File: src/rtl/muldiv_controller.sv
// rtl/muldiv_controller.sv - iterative MIPS multiply/divide sequencer owning HI/LO
// Optional feature macro: MULDIV_FAST_MULT_EN (single-cycle multiplier in PREP, skips ITER for MULT/MULTU)
module muldiv_controller #(
  parameter int DATA_WIDTH = 32,
  parameter int CNT_WIDTH  = 5
) (
  input  logic                  Clk,
  input  logic                  Reset,
  input  logic                  Start,
  input  logic [1:0]            Op,
  input  logic [DATA_WIDTH-1:0] OperandA,
  input  logic [DATA_WIDTH-1:0] OperandB,
  input  logic                  Flush,
  input  logic                  HiLoRead,
  input  logic                  WriteHi,
  input  logic                  WriteLo,
  input  logic [DATA_WIDTH-1:0] WriteHiLoData,
  output logic                  Busy,
  output logic                  Stall,
  output logic                  Done,
  output logic                  DivByZero,
  output logic [DATA_WIDTH-1:0] HIRegOutput,
  output logic [DATA_WIDTH-1:0] LORegOutput
);

  typedef enum logic [1:0] {IDLE, PREP, ITER, FIXUP} state_t;

  state_t                state, nextState;
  logic [CNT_WIDTH-1:0]  cnt;
  logic [DATA_WIDTH-1:0] hiReg, loReg;
  logic [DATA_WIDTH-1:0] aReg, bReg;
  logic [DATA_WIDTH-1:0] workHi, workLo, workDiv;
  logic                  isDivReg, signA, signB;
  logic                  doneReg, dbzReg;

  // Magnitudes of the latched operands; sign flags are only ever set for signed ops
  logic [DATA_WIDTH-1:0] absA, absB;
  assign absA = signA ? (-aReg) : aReg;
  assign absB = signB ? (-bReg) : bReg;

  logic lastIter;
  assign lastIter = (cnt == CNT_WIDTH'(DATA_WIDTH - 1));

  // Shift-add step: {carry, workHi, workLo} shifts right after the conditional add
  logic [DATA_WIDTH:0] multSum;
  assign multSum = {1'b0, workHi} + (workLo[0] ? {1'b0, workDiv} : {(DATA_WIDTH+1){1'b0}});

  // Restoring-divide step: the partial remainder always stays below the divisor, so W bits suffice
  logic [DATA_WIDTH:0]   divShift;
  logic [DATA_WIDTH-1:0] divDiff;
  logic                  divFits;
  assign divShift = {workHi, workLo[DATA_WIDTH-1]};
  assign divFits  = (divShift >= {1'b0, workDiv});
  assign divDiff  = divShift[DATA_WIDTH-1:0] - workDiv;

`ifdef MULDIV_FAST_MULT_EN
  logic [2*DATA_WIDTH-1:0] fastProduct;
  assign fastProduct = {{DATA_WIDTH{1'b0}}, absA} * {{DATA_WIDTH{1'b0}}, absB};
`endif

  // Sign correction and divide-by-zero override applied when leaving FIXUP
  logic [2*DATA_WIDTH-1:0] product;
  logic [DATA_WIDTH-1:0]   resHi, resLo;
  logic                    divZero;
  assign divZero = (bReg == '0);
  always_comb begin
    product = {workHi, workLo};
    resHi   = workHi;
    resLo   = workLo;
    if (isDivReg) begin
      if (divZero) begin
        resHi = aReg;
        resLo = '1;
      end else begin
        resLo = (signA ^ signB) ? (-workLo) : workLo;
        resHi = signA ? (-workHi) : workHi;
      end
    end else begin
      if (signA ^ signB) product = -product;
      resHi = product[2*DATA_WIDTH-1:DATA_WIDTH];
      resLo = product[DATA_WIDTH-1:0];
    end
  end

  // State register
  always_ff @(posedge Clk or posedge Reset) begin
    if (Reset) state <= IDLE;
    else       state <= nextState;
  end

  // Next-state logic
  always_comb begin
    nextState = state;
    case (state)
      IDLE:  if (Start && !Flush) nextState = PREP;
`ifdef MULDIV_FAST_MULT_EN
      PREP:  nextState = isDivReg ? ITER : FIXUP;
`else
      PREP:  nextState = ITER;
`endif
      ITER:  if (lastIter) nextState = FIXUP;
      FIXUP: nextState = IDLE;
      default: nextState = IDLE;
    endcase
  end

  // Status outputs; requests arriving while busy are held off and re-presented later
  always_comb begin
    Busy  = (state != IDLE);
    Stall = Busy & (HiLoRead | Start | WriteHi | WriteLo);
  end

  // Operand latch, iteration datapath and HI/LO register pair
  always_ff @(posedge Clk or posedge Reset) begin
    if (Reset) begin
      cnt      <= '0;
      hiReg    <= '0;
      loReg    <= '0;
      aReg     <= '0;
      bReg     <= '0;
      workHi   <= '0;
      workLo   <= '0;
      workDiv  <= '0;
      isDivReg <= 1'b0;
      signA    <= 1'b0;
      signB    <= 1'b0;
      doneReg  <= 1'b0;
      dbzReg   <= 1'b0;
    end else begin
      doneReg <= 1'b0;
      dbzReg  <= 1'b0;
      case (state)
        IDLE: begin
          if (WriteHi) hiReg <= WriteHiLoData;
          if (WriteLo) loReg <= WriteHiLoData;
          if (Start && !Flush) begin
            aReg     <= OperandA;
            bReg     <= OperandB;
            isDivReg <= Op[1];
            signA    <= ~Op[0] & OperandA[DATA_WIDTH-1];
            signB    <= ~Op[0] & OperandB[DATA_WIDTH-1];
          end
        end
        PREP: begin
          cnt    <= '0;
          workHi <= '0;
          if (isDivReg) begin
            workLo  <= absA;
            workDiv <= absB;
          end else begin
            workLo  <= absB;
            workDiv <= absA;
`ifdef MULDIV_FAST_MULT_EN
            workHi  <= fastProduct[2*DATA_WIDTH-1:DATA_WIDTH];
            workLo  <= fastProduct[DATA_WIDTH-1:0];
`endif
          end
        end
        ITER: begin
          cnt <= cnt + 1'b1;
          if (isDivReg) begin
            workHi <= divFits ? divDiff : divShift[DATA_WIDTH-1:0];
            workLo <= {workLo[DATA_WIDTH-2:0], divFits};
          end else begin
            workHi <= multSum[DATA_WIDTH:1];
            workLo <= {multSum[0], workLo[DATA_WIDTH-1:1]};
          end
        end
        FIXUP: begin
          hiReg   <= resHi;
          loReg   <= resLo;
          doneReg <= 1'b1;
          dbzReg  <= isDivReg & divZero;
        end
        default: ;
      endcase
    end
  end

  assign Done        = doneReg;
  assign DivByZero   = dbzReg;
  assign HIRegOutput = hiReg;
  assign LORegOutput = loReg;

endmodule
File: config.mk
export PLATFORM = sky130hd
export DESIGN_NAME = muldiv_controller
export DESIGN_NICKNAME = d
export VERILOG_FILES = /design/src/rtl/muldiv_controller.sv
export SDC_FILE = /design/constraint.sdc
export NUM_CORES = 1
export LEC_CHECK = 0
export CORE_MARGIN = 4
export CORE_UTILIZATION = 50
export CTS_CLUSTER_DIAMETER = 30
export CTS_CLUSTER_SIZE = 12
export DETAILED_ROUTE_END_ITERATION = 8
export GPL_TIMING_DRIVEN = 0
export PLACE_DENSITY = 0.73
export SLEW_MARGIN = 20
export SYNTH_ARGS = -nofsm -noshare
export SYNTH_HDL_FRONTEND = slang
export SYNTH_SLANG_ARGS = --single-unit
File: constraint.sdc
create_clock -name Clk -period 13.9 [get_ports Clk]
set_input_delay 3.475 -clock Clk [delete_from_list [all_inputs] [get_ports Clk]]
set_output_delay 3.475 -clock Clk [all_outputs]
set_load 0.01 [all_outputs]
Yosys cells after proc, flatten, opt, wreduce, memory -nomap -nowiden --
Index checks and enable logic that the tools add are counted.
Storage, ports and cells: flip-flop bits (word level) 236, bits of input ports 105, output and inout bits 68, word-level logic and storage cells 78
Operators by class: $add $sub $neg 8, magnitude comparators 1, equal/unequal tests 8, multiplexer cells 27, bitwise operators 9, reduce and logical (&&, ||, !) cells 11
Operators with widths (number):
- $mux W32 | 16
- $pmux W32 S2 | 4
- $neg A32 Y32 | 4
- $mux W64 | 1
- $neg A64 Y64 | 1
- $add A32 B32 Y33 | 1
- $ge A33 B32 Y1 | 1
- $logic_not A32 Y1 | 1
- $sub A32 B32 Y32 | 1
- $pmux W5 S2 | 1
- $ne A2 B2 Y1 const B | 4
- $pmux W2 S4 | 1
- $reduce_and A2 Y1 | 4
- $reduce_bool A2 Y1 | 3
- $add A5 B1 Y5 const B | 1
- $eq A5 B5 Y1 const B | 1
- $and A1 B1 Y1 | 4
- $eq A2 B2 Y1 const B | 2
- $mux W2 | 2
- $or A1 B1 Y1 | 3
- $eq A2 B1 Y1 const B | 1
- $logic_not A2 Y1 | 1
- $mux W1 | 2
- $logic_and A1 B1 Y1 | 1
- 3 further kinds | 3

Logic depth before layout (Yosys ltp) --
depth after elaboration 5, mapped depth 14

Worst setup path before layout --
Ideal clock, no wire load.
path kind input to output, start point input port Start, end point output port Stall, arrival time 3.820 ns, data required time 10.425 ns, setup slack 6.605 ns, stages 2, cell sequence nor4_1 nor2_1
On the way: cells in the longest elaborated chain, start to end 4
Ends and longest elaborated chain:
- from (decl) | line 9 | input logic Start,
- $or A1 B1 Y1 (3 in a row) | line 110 | Stall = Busy & (HiLoRead | Start | WriteHi | WriteLo);
- $and A1 B1 Y1 | line 110
- to (decl) | line 19 | output logic Stall,
Every way passes these cells.

Final worst setup path --
Ends and elaborated chain as after synthesis.

==> reports/qor.yml <==
ant_nets: 0
yosysWarnings: 0
antenna_cells: 0
die-area_um2: 40100
coreArea_um2: 36500
initial_core_util_pct: 50.6
ys_async_sr_fraction_pct: 100
wl_per_cell_um: 29.3
die_w_um: 200
hold_buffers: 0
synth_top_area_share_pct: 32.0
path_delay_family: "buffers and inverters"
grt_pass1_wl_um: 125000
r2r_end: "workHi[23]"
slew_headroom_pct: 17.8
hold_violations: 0
place.detailed.hpwl_um: 67000
tightestPinTransition_ps: 1230
hold_depth: 2
nets: 2622
synth_area_um2: 18500
ys_ff_latch: 236
required_ps: 10430
design_area_um2: 22900
fin_crit_ps: 8190
synth_area_leaders: "dfrtp_1, xnor2_1, mux2_2"
cpMostUsedCell: "clkdlybuf4s50_1"
final_cells: 2956
crit_path_end: "Stall"
startpoint_type: "input pin"
synth_nets: 2391
drc: 0
ioPinCount: 173
setup_violations: 0
path_clk_slew_ps: 50
rsz0062_at_grt: "no"
ys_seq_area_share_pct: 32.0
status: "finished, final reports clean"
layout-drive-gt1-share_pct: 10.2
syn-mean-instance-area_um2: 8.36
post-route-period-util_pct: 58.9
io_buffer_count: 172
rows: 70
vias_per_cell: 6.78
die_h_um: 200
hold_class: "reg2reg"
drt_iter0_drc: 2741
vias: 20100
grt_max_degree: 102
drv_slew: 0
cp_max_fo: 2
postCtsResizedCells: 0
synth-edff-count: 0
drv_cap: 0
cts_setup_buffers: 0
cp.arrival_ps: 4720
h-tree-depth: 2
place_area_um2: 20900
grt_usage_pct: 41.1
synth_top_cell_by_area: "dfrtp_1"
totalWireLength_um: 86500
overflow: 0
cts_buffers: 55
r2r_cells: 13
crit_path_end_kind: "output pin"
startpoint: "Start"
gp_congestion: 1.07
area_growth_pct: 23.8
r2r_start: "workLo[0]"
max_freq_mhz: 122
cts.sink_count: 236
clock_skew_ps: 60.9
rrSetupSlack_ps: 8770
crit_cells: 4
synth_cell_types: 88
dp_cells: 2852
synth_cells: 2210
cp_slowest_cell: "clkdlybuf4s50_1"
critical_path_class: "in2out"
antenna_found_initial: 7
cts_tree: "built"
critPathMaxStageDelay_ps: 480
cts_max_path_buffers: 3
yosys_most_used_dff: "dfrtp_1"
tns_ps: 0
n_fill_cell: 3164
crit_path_cell_trace: "clkdlybuf4s50_1 > nor4_1 > nor2_1 > clkdlybuf4s50_1"
path_buf_inv: 2
dr.pass1.iters: 6
clock_latency_ps: 640
grt_pass1_vias: 19000
root_buffer: "clkbuf_16"
state kept, by name, indices dropped and copies added, names as in the netlist:
name,count
aReg,32
Done,1
isDivReg,1
signB,1
workDiv,32
LORegOutput,32
state,2
HIRegOutput,32
DivByZero,1
cnt,5
workLo,32
bReg,32
workHi,32
signA,1
placed cells by master, fill, tap and decap left out, types with 31 or more instances in the layout:
master             n
a31oi_1           31
o211ai_1          36
dfrtp_1          236
nor2_1           217
nand2_1          225
inv_1             77
xor2_1            69
ha_1              74
mux2_2            84
a211oi_1          34
clkbuf_16         55
o21ai_0          186
a21o_1            31
clkbuf_1         126
xnor2_1          122
clkdlybuf4s50_1  172
a21oi_1          175
through the flow:
stage	util, %	hold slack, ps	worst slack, ps
detailed placement	57.1	456	5720
global placement	56.9	461	960
global route	62.7	484	5670
floorplan	-	447	3950
finish	62.7	467	5710
CTS	62.7	467	5710
worst min-delay path, cell delays in order, from the launching register on:
cell and delay [ps]:
dfrtp_1 340, nand2_1 50, nand2_1 50
how the worst min path moves through the flow:
| stage | from | endpoint |
|---|---|---|
| floorplan | cnt[3] | cnt[3] |
| global placement | LORegOutput[6] | LORegOutput[6] |
| global route | cnt[3] | cnt[3] |
| CTS | LORegOutput[8] | LORegOutput[8] |
| detailed placement | LORegOutput[8] | LORegOutput[8] |
| finish | LORegOutput[8] | LORegOutput[8] |
synth_stat cells (8+ instances only):
cell	number
mux2_2	84
o211ai_1	36
o221ai_1	10
nor3_1	28
nand2b_1	21
o22a_1	8
nor3b_1	9
a221o_1	8
a211oi_1	34
o31ai_1	27
xnor2_1	122
ha_1	74
o21bai_1	9
nor2_1	217
and2_1	11
or4_1	18
or3_1	22
mux2i_1	28
inv_1	78
o21ai_0	186
a21o_1	31
buf_1	15
o21a_1	13
dfrtp_1	236
nor4_1	23
nor2b_1	15
clkbuf_1	124
nand2_1	225
a21oi_1	175
o41ai_1	18
mux4_2	16
or2_2	11
o22ai_1	18
a31oi_1	31
nand4_1	12
and3_1	11
nand3_1	28
xor2_1	69
per-layer routing:
metal	up-vias	part of all wire [%]	GRT usage [%]
li1	8476	-	-
met1	9604	39	55.5
met2	1623	40	58.2
met3	347	13	12.1
met4	6	7.2	25.0
met5	-	0.038	0
area by class of cell:
type / instances / area [um^2] / area share, %
buffer: 150 / 598 / 2.61
tap: 468 / 586 / 2.56
clock inverter: 37 / 508 / 2.22
timing repair buffer: 174 / 1780 / 7.76
multi-input combinational: 1743 / 11700 / 51.0
clock buffer: 67 / 1520 / 6.65
sequential: 236 / 5910 / 25.8
inverter: 81 / 312 / 1.36
cells by family after synthesis:
logic type	count (synthesis)	share of synthesized area (%)
AOI/OAI and AO/OA	673	23.0
xor gates and xnor gates	191	9.05
adders and majority gates	76	5.23
buffers and inverters	231	4.88
DFF	236	32.0
muxes	128	8.58
and+or+nand+nor	675	17.3
Power is not shown: default switching activity piles up to over one toggle a cycle in this logic, so the estimate is an artifact.
